$ cat config.mk
export PLATFORM = sky130hd
export DESIGN_NAME = branch_resolve_unit
export DESIGN_NICKNAME = d
export VERILOG_FILES = /design/src/rtl/branch_resolve_unit.sv
export SDC_FILE = /design/constraint.sdc
export NUM_CORES = 1
export LEC_CHECK = 0
export BUFFER_PORTS_ARGS = -buffer_cell sky130_fd_sc_hd__buf_4
export CAP_MARGIN = 20
export CORE_ASPECT_RATIO = 1.2
export CORE_MARGIN = 8
export CORE_UTILIZATION = 55
export CTS_CLUSTER_SIZE = 25
export DETAILED_ROUTE_END_ITERATION = 10
export PLACE_DENSITY = 0.82
export SYNTH_ARGS = -nofsm -noshare
export SYNTH_HDL_FRONTEND = slang
export SYNTH_SLANG_ARGS = --single-unit
$ cat constraint.sdc
create_clock -name clk -period 8.75 [get_ports clk]
set_input_delay 0.4375 -clock clk [delete_from_list [all_inputs] [get_ports clk]]
set_output_delay 0.4375 -clock clk [all_outputs]
set_load 0.01 [all_outputs]
$ cat src/rtl/branch_resolve_unit.sv
// Two-stage pipelined conditional branch resolver with valid/ready flow control.
// Optional perf counters are enabled by defining BRU_PERF_CNT_EN.
module branch_resolve_unit #(
  parameter int XLEN = 32
`ifdef BRU_PERF_CNT_EN
  , parameter int CNT_W = 32
`endif
) (
  input  logic            clk,
  input  logic            rst,
  input  logic            in_valid,
  output logic            in_ready,
  input  logic [2:0]      in_funct3,
  input  logic [XLEN-1:0] in_rs1,
  input  logic [XLEN-1:0] in_rs2,
  input  logic [XLEN-1:0] in_pc,
  input  logic [XLEN-1:0] in_imm,
  input  logic            in_pred_taken,
  input  logic            flush,
  output logic            out_valid,
  input  logic            out_ready,
  output logic            out_taken,
  output logic [XLEN-1:0] out_redirect_pc,
  output logic            out_mispredict,
  output logic            out_illegal
`ifdef BRU_PERF_CNT_EN
  ,
  input  logic             perf_clr,
  output logic [CNT_W-1:0] perf_br_cnt,
  output logic [CNT_W-1:0] perf_mis_cnt
`endif
);

  logic            r_s1_valid;
  logic            r_s1_eq;
  logic            r_s1_lts;
  logic            r_s1_ltu;
  logic [XLEN-1:0] r_s1_target;
  logic [XLEN-1:0] r_s1_fall;
  logic [2:0]      r_s1_funct3;
  logic            r_s1_pred;

  logic            r_s2_valid;
  logic            r_s2_taken;
  logic [XLEN-1:0] r_s2_redirect;
  logic            r_s2_mis;
  logic            r_s2_ill;

  logic w_s1_load;
  logic w_s2_load;
  logic w_taken;
  logic w_ill;

  assign w_s2_load = r_s1_valid && (!r_s2_valid || out_ready);
  assign in_ready  = !r_s1_valid || w_s2_load;
  assign w_s1_load = in_valid && in_ready;

  always_ff @(posedge clk or posedge rst) begin
    if (rst) begin
      r_s1_valid  <= 1'b0;
      r_s1_eq     <= 1'b0;
      r_s1_lts    <= 1'b0;
      r_s1_ltu    <= 1'b0;
      r_s1_target <= '0;
      r_s1_fall   <= '0;
      r_s1_funct3 <= 3'b000;
      r_s1_pred   <= 1'b0;
    end else begin
      if (flush)
        r_s1_valid <= 1'b0;
      else if (w_s1_load)
        r_s1_valid <= 1'b1;
      else if (w_s2_load)
        r_s1_valid <= 1'b0;
      if (w_s1_load && !flush) begin
        r_s1_eq     <= (in_rs1 == in_rs2);
        r_s1_lts    <= ($signed(in_rs1) < $signed(in_rs2));
        r_s1_ltu    <= (in_rs1 < in_rs2);
        r_s1_target <= in_pc + in_imm;
        r_s1_fall   <= in_pc + XLEN'(4);
        r_s1_funct3 <= in_funct3;
        r_s1_pred   <= in_pred_taken;
      end
    end
  end

  always_comb begin
    w_taken = 1'b0;
    w_ill   = 1'b0;
    unique case (r_s1_funct3)
      3'b000: w_taken = r_s1_eq;
      3'b001: w_taken = !r_s1_eq;
      3'b100: w_taken = r_s1_lts;
      3'b101: w_taken = !r_s1_lts;
      3'b110: w_taken = r_s1_ltu;
      3'b111: w_taken = !r_s1_ltu;
      3'b010: w_ill   = 1'b1;
      3'b011: w_ill   = 1'b1;
    endcase
  end

  // S2 data only moves on a load, so it holds under back-pressure
  always_ff @(posedge clk or posedge rst) begin
    if (rst) begin
      r_s2_valid    <= 1'b0;
      r_s2_taken    <= 1'b0;
      r_s2_redirect <= '0;
      r_s2_mis      <= 1'b0;
      r_s2_ill      <= 1'b0;
    end else begin
      if (flush)
        r_s2_valid <= 1'b0;
      else if (w_s2_load)
        r_s2_valid <= 1'b1;
      else if (out_ready)
        r_s2_valid <= 1'b0;
      if (w_s2_load && !flush) begin
        r_s2_taken    <= w_taken;
        r_s2_redirect <= w_taken ? r_s1_target : r_s1_fall;
        r_s2_mis      <= w_taken ^ r_s1_pred;
        r_s2_ill      <= w_ill;
      end
    end
  end

  assign out_valid       = r_s2_valid;
  assign out_taken       = r_s2_taken;
  assign out_redirect_pc = r_s2_redirect;
  assign out_mispredict  = r_s2_mis;
  assign out_illegal     = r_s2_ill;

`ifdef BRU_PERF_CNT_EN
  logic             w_fire;
  logic [CNT_W-1:0] r_br_cnt;
  logic [CNT_W-1:0] r_mis_cnt;

  // the S2 entry being flushed is not counted
  assign w_fire = r_s2_valid && out_ready && !flush;

  always_ff @(posedge clk or posedge rst) begin
    if (rst) begin
      r_br_cnt  <= '0;
      r_mis_cnt <= '0;
    end else if (perf_clr) begin
      r_br_cnt  <= '0;
      r_mis_cnt <= '0;
    end else if (w_fire) begin
      if (r_br_cnt != {CNT_W{1'b1}})
        r_br_cnt <= r_br_cnt + CNT_W'(1);
      if (r_s2_mis && (r_mis_cnt != {CNT_W{1'b1}}))
        r_mis_cnt <= r_mis_cnt + CNT_W'(1);
    end
  end

  assign perf_br_cnt  = r_br_cnt;
  assign perf_mis_cnt = r_mis_cnt;
`endif

endmodule

# After elaboration in Yosys (flattened, before gate mapping)
# Index checks and enable logic that the tools add are counted.
# classes
multipliers,0
reduce_logical,16
order_cmp,2
shift,0
mux,9
n_eq_ne,8
n_div,0
addsub,2
bitwise_logic,1
# ops
op,count
$lt A32 B32 Y1,2
$add A32 B3 Y32 const B,1
$add A32 B32 Y32,1
$eq A32 B32 Y1,1
$mux W32,1
$eq A3 B3 Y1 const B,4
$mux W1,7
$eq A3 B2 Y1 const B,2
$logic_not A1 Y1,6
$pmux W1 S6,1
$reduce_bool A3 Y1,2
$logic_and A1 B1 Y1,4
$eq A3 B1 Y1 const B,1
$logic_not A3 Y1,1
$logic_or A1 B1 Y1,2
$reduce_or A2 Y1,1
$xor A1 B1 Y1,1
# word_totals
romBits,0
word_cells,51
reg_bits,108
mem_count,0
out_inout_bits,37
mem_bits_rw,0
latch_bits,0
input_bits,137

# Logic depth before layout (Yosys ltp)
# depth
depth_word,7
depth_mapped,10
ltp_nobuf,10

# Worst setup path after synthesis
# Ideal clock, no wire load.
# synth_timing
path_type,input to register
from,input port in_pc[0]
to,register r_s1_target[24]
setup_ns,0.131
arrival_ns,2.561
cell_stages,10
required_ns,8.619
path_buffers,0
slack_ns,6.058
path_cell_list,ha_1 -> fa_1 -> a21o_1 -> a221oi_2 -> o21ai_1 -> a2111oi_2 -> o41ai_1 -> a21oi_1 -> xor2_1 -> o21ai_1
# synth_via
elab_chain_len,1
# synth_rtl
element,line_no,rtl
start: declaration,16,"input logic [XLEN-1:0] in_pc,"
$add A32 B32 Y32,79,r_s1_target <= in_pc + in_imm;
end signal: assignment,79,
end: declaration,38,logic [XLEN-1:0] r_s1_target;
# Every way passes these cells.
# A chain may end at the register's enable or synchronous reset.

# Final worst setup path
# Ends and elaborated chain as after synthesis.

==> impl_metrics.env <==
export IMPL_synth_flop_cell="dfrtp_1"
export IMPL_power_per_cell_area_mw_per_mm2=178
export IMPL_fp_dieH_um=142
export IMPL_fill_cells=1070
export IMPL_critPathBufInv=1
export IMPL_finClkSkew_ns=0.00721
export IMPL_worstPathArrival_ns=2.94
export IMPL_finalPower_mw=1.60
export IMPL_ant_nets=0
export IMPL_slew_limit_headroom_pct=46.5
export IMPL_wl_per_cell_um=15.8
export IMPL_critPathMaxFanout=4
export IMPL_start_util_pct=55.5
export IMPL_port_buffers=173
export IMPL_yosysWarnings=0
export IMPL_cts_sinks=108
export IMPL_track_usage_pct=21.9
export IMPL_slew_viol_final=0
export IMPL_hold_viol_final=0
export IMPL_crit_path_end_kind="flop"
export IMPL_die_area_mm2=0.0171
export IMPL_cts_tree="yes"
export IMPL_ios=174
export IMPL_worstPathRequired_ns=8.96
export IMPL_rsz0062_at_grt="false"
export IMPL_syn_area_mm2=0.00725
export IMPL_slowest_delay_ns=0.42
export IMPL_crit_type="primary input to flop"
export IMPL_clockRootBuffer="clkbuf_16"
export IMPL_cts_buffer_depth=2
export IMPL_netlist_top_cells_area="dfrtp_1, ha_1, nand2_1, o21ai_0, mux2i_1"
export IMPL_fin_crit_sh_pct=31.2
export IMPL_fmax_mhz=366
export IMPL_grt_max_degree=71
export IMPL_hold_slack_ns=0.149
export IMPL_vias=6424
export IMPL_hp_class="primary input to asynchronous set/reset pin"
export IMPL_drv_cap=0
export IMPL_htreeDepth=3
export IMPL_cts_resized=0
export IMPL_core_area_mm2=0.0131
export IMPL_synth_top_area_share_pct=37.3
export IMPL_antenna_found_initial=0
export IMPL_grt_pass1_vias=6450
export IMPL_overflow=0
export IMPL_path_cells="buf_4 > ha_1 > fa_1 > a21o_1 > a221oi_2 > o21ai_1 > a2111oi_2 > o41ai_1 > a21oi_1 > xor2_1 > o21ai_1"
export IMPL_gp_congestion=0.899
export IMPL_status="finished, final reports clean"
export IMPL_syn_to_final_growth_pct=24.0
export IMPL_yosysMostFrequentCell="nand2_1"
export IMPL_cp_top_family="compound AO/OA/AOI/OAI gates"
export IMPL_cellLeakagePower_nw=4.61
export IMPL_synth_edf_count=0
export IMPL_drtPass1Iterations=5
export IMPL_ctsHoldBuffers=0
export IMPL_dp_hpwl_um=14600
export IMPL_row_count=46
export IMPL_numCtsBuffers=9
export IMPL_clock_latency_ns=0.34
export IMPL_drt_iter0_drc=533
export IMPL_die_width_um=121
export IMPL_drc=0
export IMPL_setup_viol=0
export IMPL_finalWirelength_um=18500
export IMPL_start_kind="primary input"
export IMPL_cpMostUsedCell="o21ai_1"
export IMPL_syn_mean_instance_area_um2=8.63
export IMPL_syn_nets=1042
export IMPL_vias_per_cell=5.50
export IMPL_postLayoutCoreUtil_pct=68.8
export IMPL_clk_pin_slew_ns=0.07
export IMPL_layout_min_cycle_time_ns=2.73
export IMPL_yosysTopAreaCell="dfrtp_1"
export IMPL_async_reset_ff_share_pct=100
export IMPL_finalSetupTns_ns=0
export IMPL_num_nets_final=1198
export IMPL_synth_common_cells="nand2_1, dfrtp_1, o21ai_0"
export IMPL_antennaDiodeCount=0
export IMPL_ys_seq_area_share_pct=37.3
export IMPL_yosysUniqueCellTypes=58
export IMPL_cts_setup_buffers=0
export IMPL_tightest_slew_ns=0.802
export IMPL_synth_seq_cells=108
export IMPL_drive_above_1_share_pct=21.3
export IMPL_grt_pass1_wl_um=30600
export IMPL_peakVddDrop_mv=0.106
export IMPL_syn_inst=840
export IMPL_slowest_stage="fa_1"
placed cells by master, fill, tap and decap left out, types with 3 or more instances in the layout:
master and count:
ha_1 64, o21ai_1 17, o21ai_0 94, a31oi_1 3
or2_2 4, and3_1 8, nor3_1 10, nand2_1 160
dfrtp_1 108, xor2_1 28, nand3_1 17, buf_4 178
o31ai_1 4, nor4_1 4, a21o_1 25, nand4_1 21
o21bai_1 3, nor2_1 35, clkbuf_16 9, mux2i_1 34
and2_1 3, xnor2_1 32, o211ai_1 3, inv_1 47
a21oi_1 41
stage by stage:
step / cell area [um^2] / cells / setup slack [ns]
2_1_floorplan: 7250 / 840 / 5.47
3_3_place_gp: 8670 / 1153 / 5.67
3_5_place_dp: 8670 / 1153 / 5.62
4_1_cts: 8990 / 1169 / 5.98
5_1_grt: 8990 / 1169 / 5.80
6_report: 8990 / 1169 / 6.02
path summary, 6_finish.rpt:
| check | from | endpoint | slack [ns] | depth (start not counted) |
|---|---|---|---|---|
| min in group clk | flush | r_s1_valid | 0.27 | 2 |
| worst max-delay path | in_pc[0] | r_s1_target[24] | 6.02 | 11 |
| worst max register to register | out_valid | r_s1_target[27] | 6.32 | 8 |
| worst min register to register | r_s1_fall[3] | r_s1_fall[3] | 0.48 | 2 |
| max in group asynchronous | rst | out_redirect_pc[18] | 7.40 | 3 |
| worst min-delay path | rst | r_s1_fall[4] | 0.15 | 2 |
sequential cells by signal, summed over array words and instances, names as in the netlist:
register / cells
r_s1_eq: 1
out_mispredict: 1
r_s1_pred: 1
r_s1_funct3: 3
r_s1_target: 32
out_taken: 1
out_illegal: 1
r_s1_valid: 1
r_s1_lts: 1
out_redirect_pc: 32
r_s1_ltu: 1
r_s1_fall: 32
out_valid: 1
power by group:
| part | switching, mW | leakage [nW] | total, mW | internal, mW |
|---|---|---|---|---|
| Clock | 0.175 | 0.153 | 0.434 | 0.258 |
| Combinational | 0.267 | 3.10 | 0.511 | 0.244 |
| Sequential | 0.0569 | 1.35 | 0.659 | 0.602 |
worst register-to-register path, cell delays in order, from the launching register on:
cell      delay [ns]
dfrtp_1         0.35
nor2b_1         0.25
nand2_1         0.13
nand3b_1        0.11
buf_4           0.44
buf_4           0.63
o31ai_1         0.17
a21oi_1         0.14
o211ai_1        0.09
layer usage:
metal,GRT usage (%),up-vias,part of all wire (%)
li1,-,3235,-
met1,27.2,3005,43
met2,37.8,154,50
met3,3.66,30,4.5
met4,7.18,0,2.4
met5,0,-,0
cell type report:
cell class	count	area (um^2)	area share (%)
Sequential cell	108	2700	30.1
Inverter	48	183	2.03
Timing Repair Buffer	178	1340	14.9
Multi-Input combinational cell	651	4240	47.2
Tap cell	168	210	2.34
Clock inverter	4	72.6	0.807
Clock buffer	12	246	2.74
kinds of logic after synthesis:
kind of cell               after synthesis  synth area share (%)
DFF                                    108                  37.3
AOI/OAI and AO/OA                      214                  17.7
and+or+nand+nor                        277                  17.3
adders and majority gates               65                  11.3
xor gates and xnor gates                60                  7.25
muxes                                   35                  4.85
buffers and inverters                   81                  4.31
(Power assumes the default switching activity.)
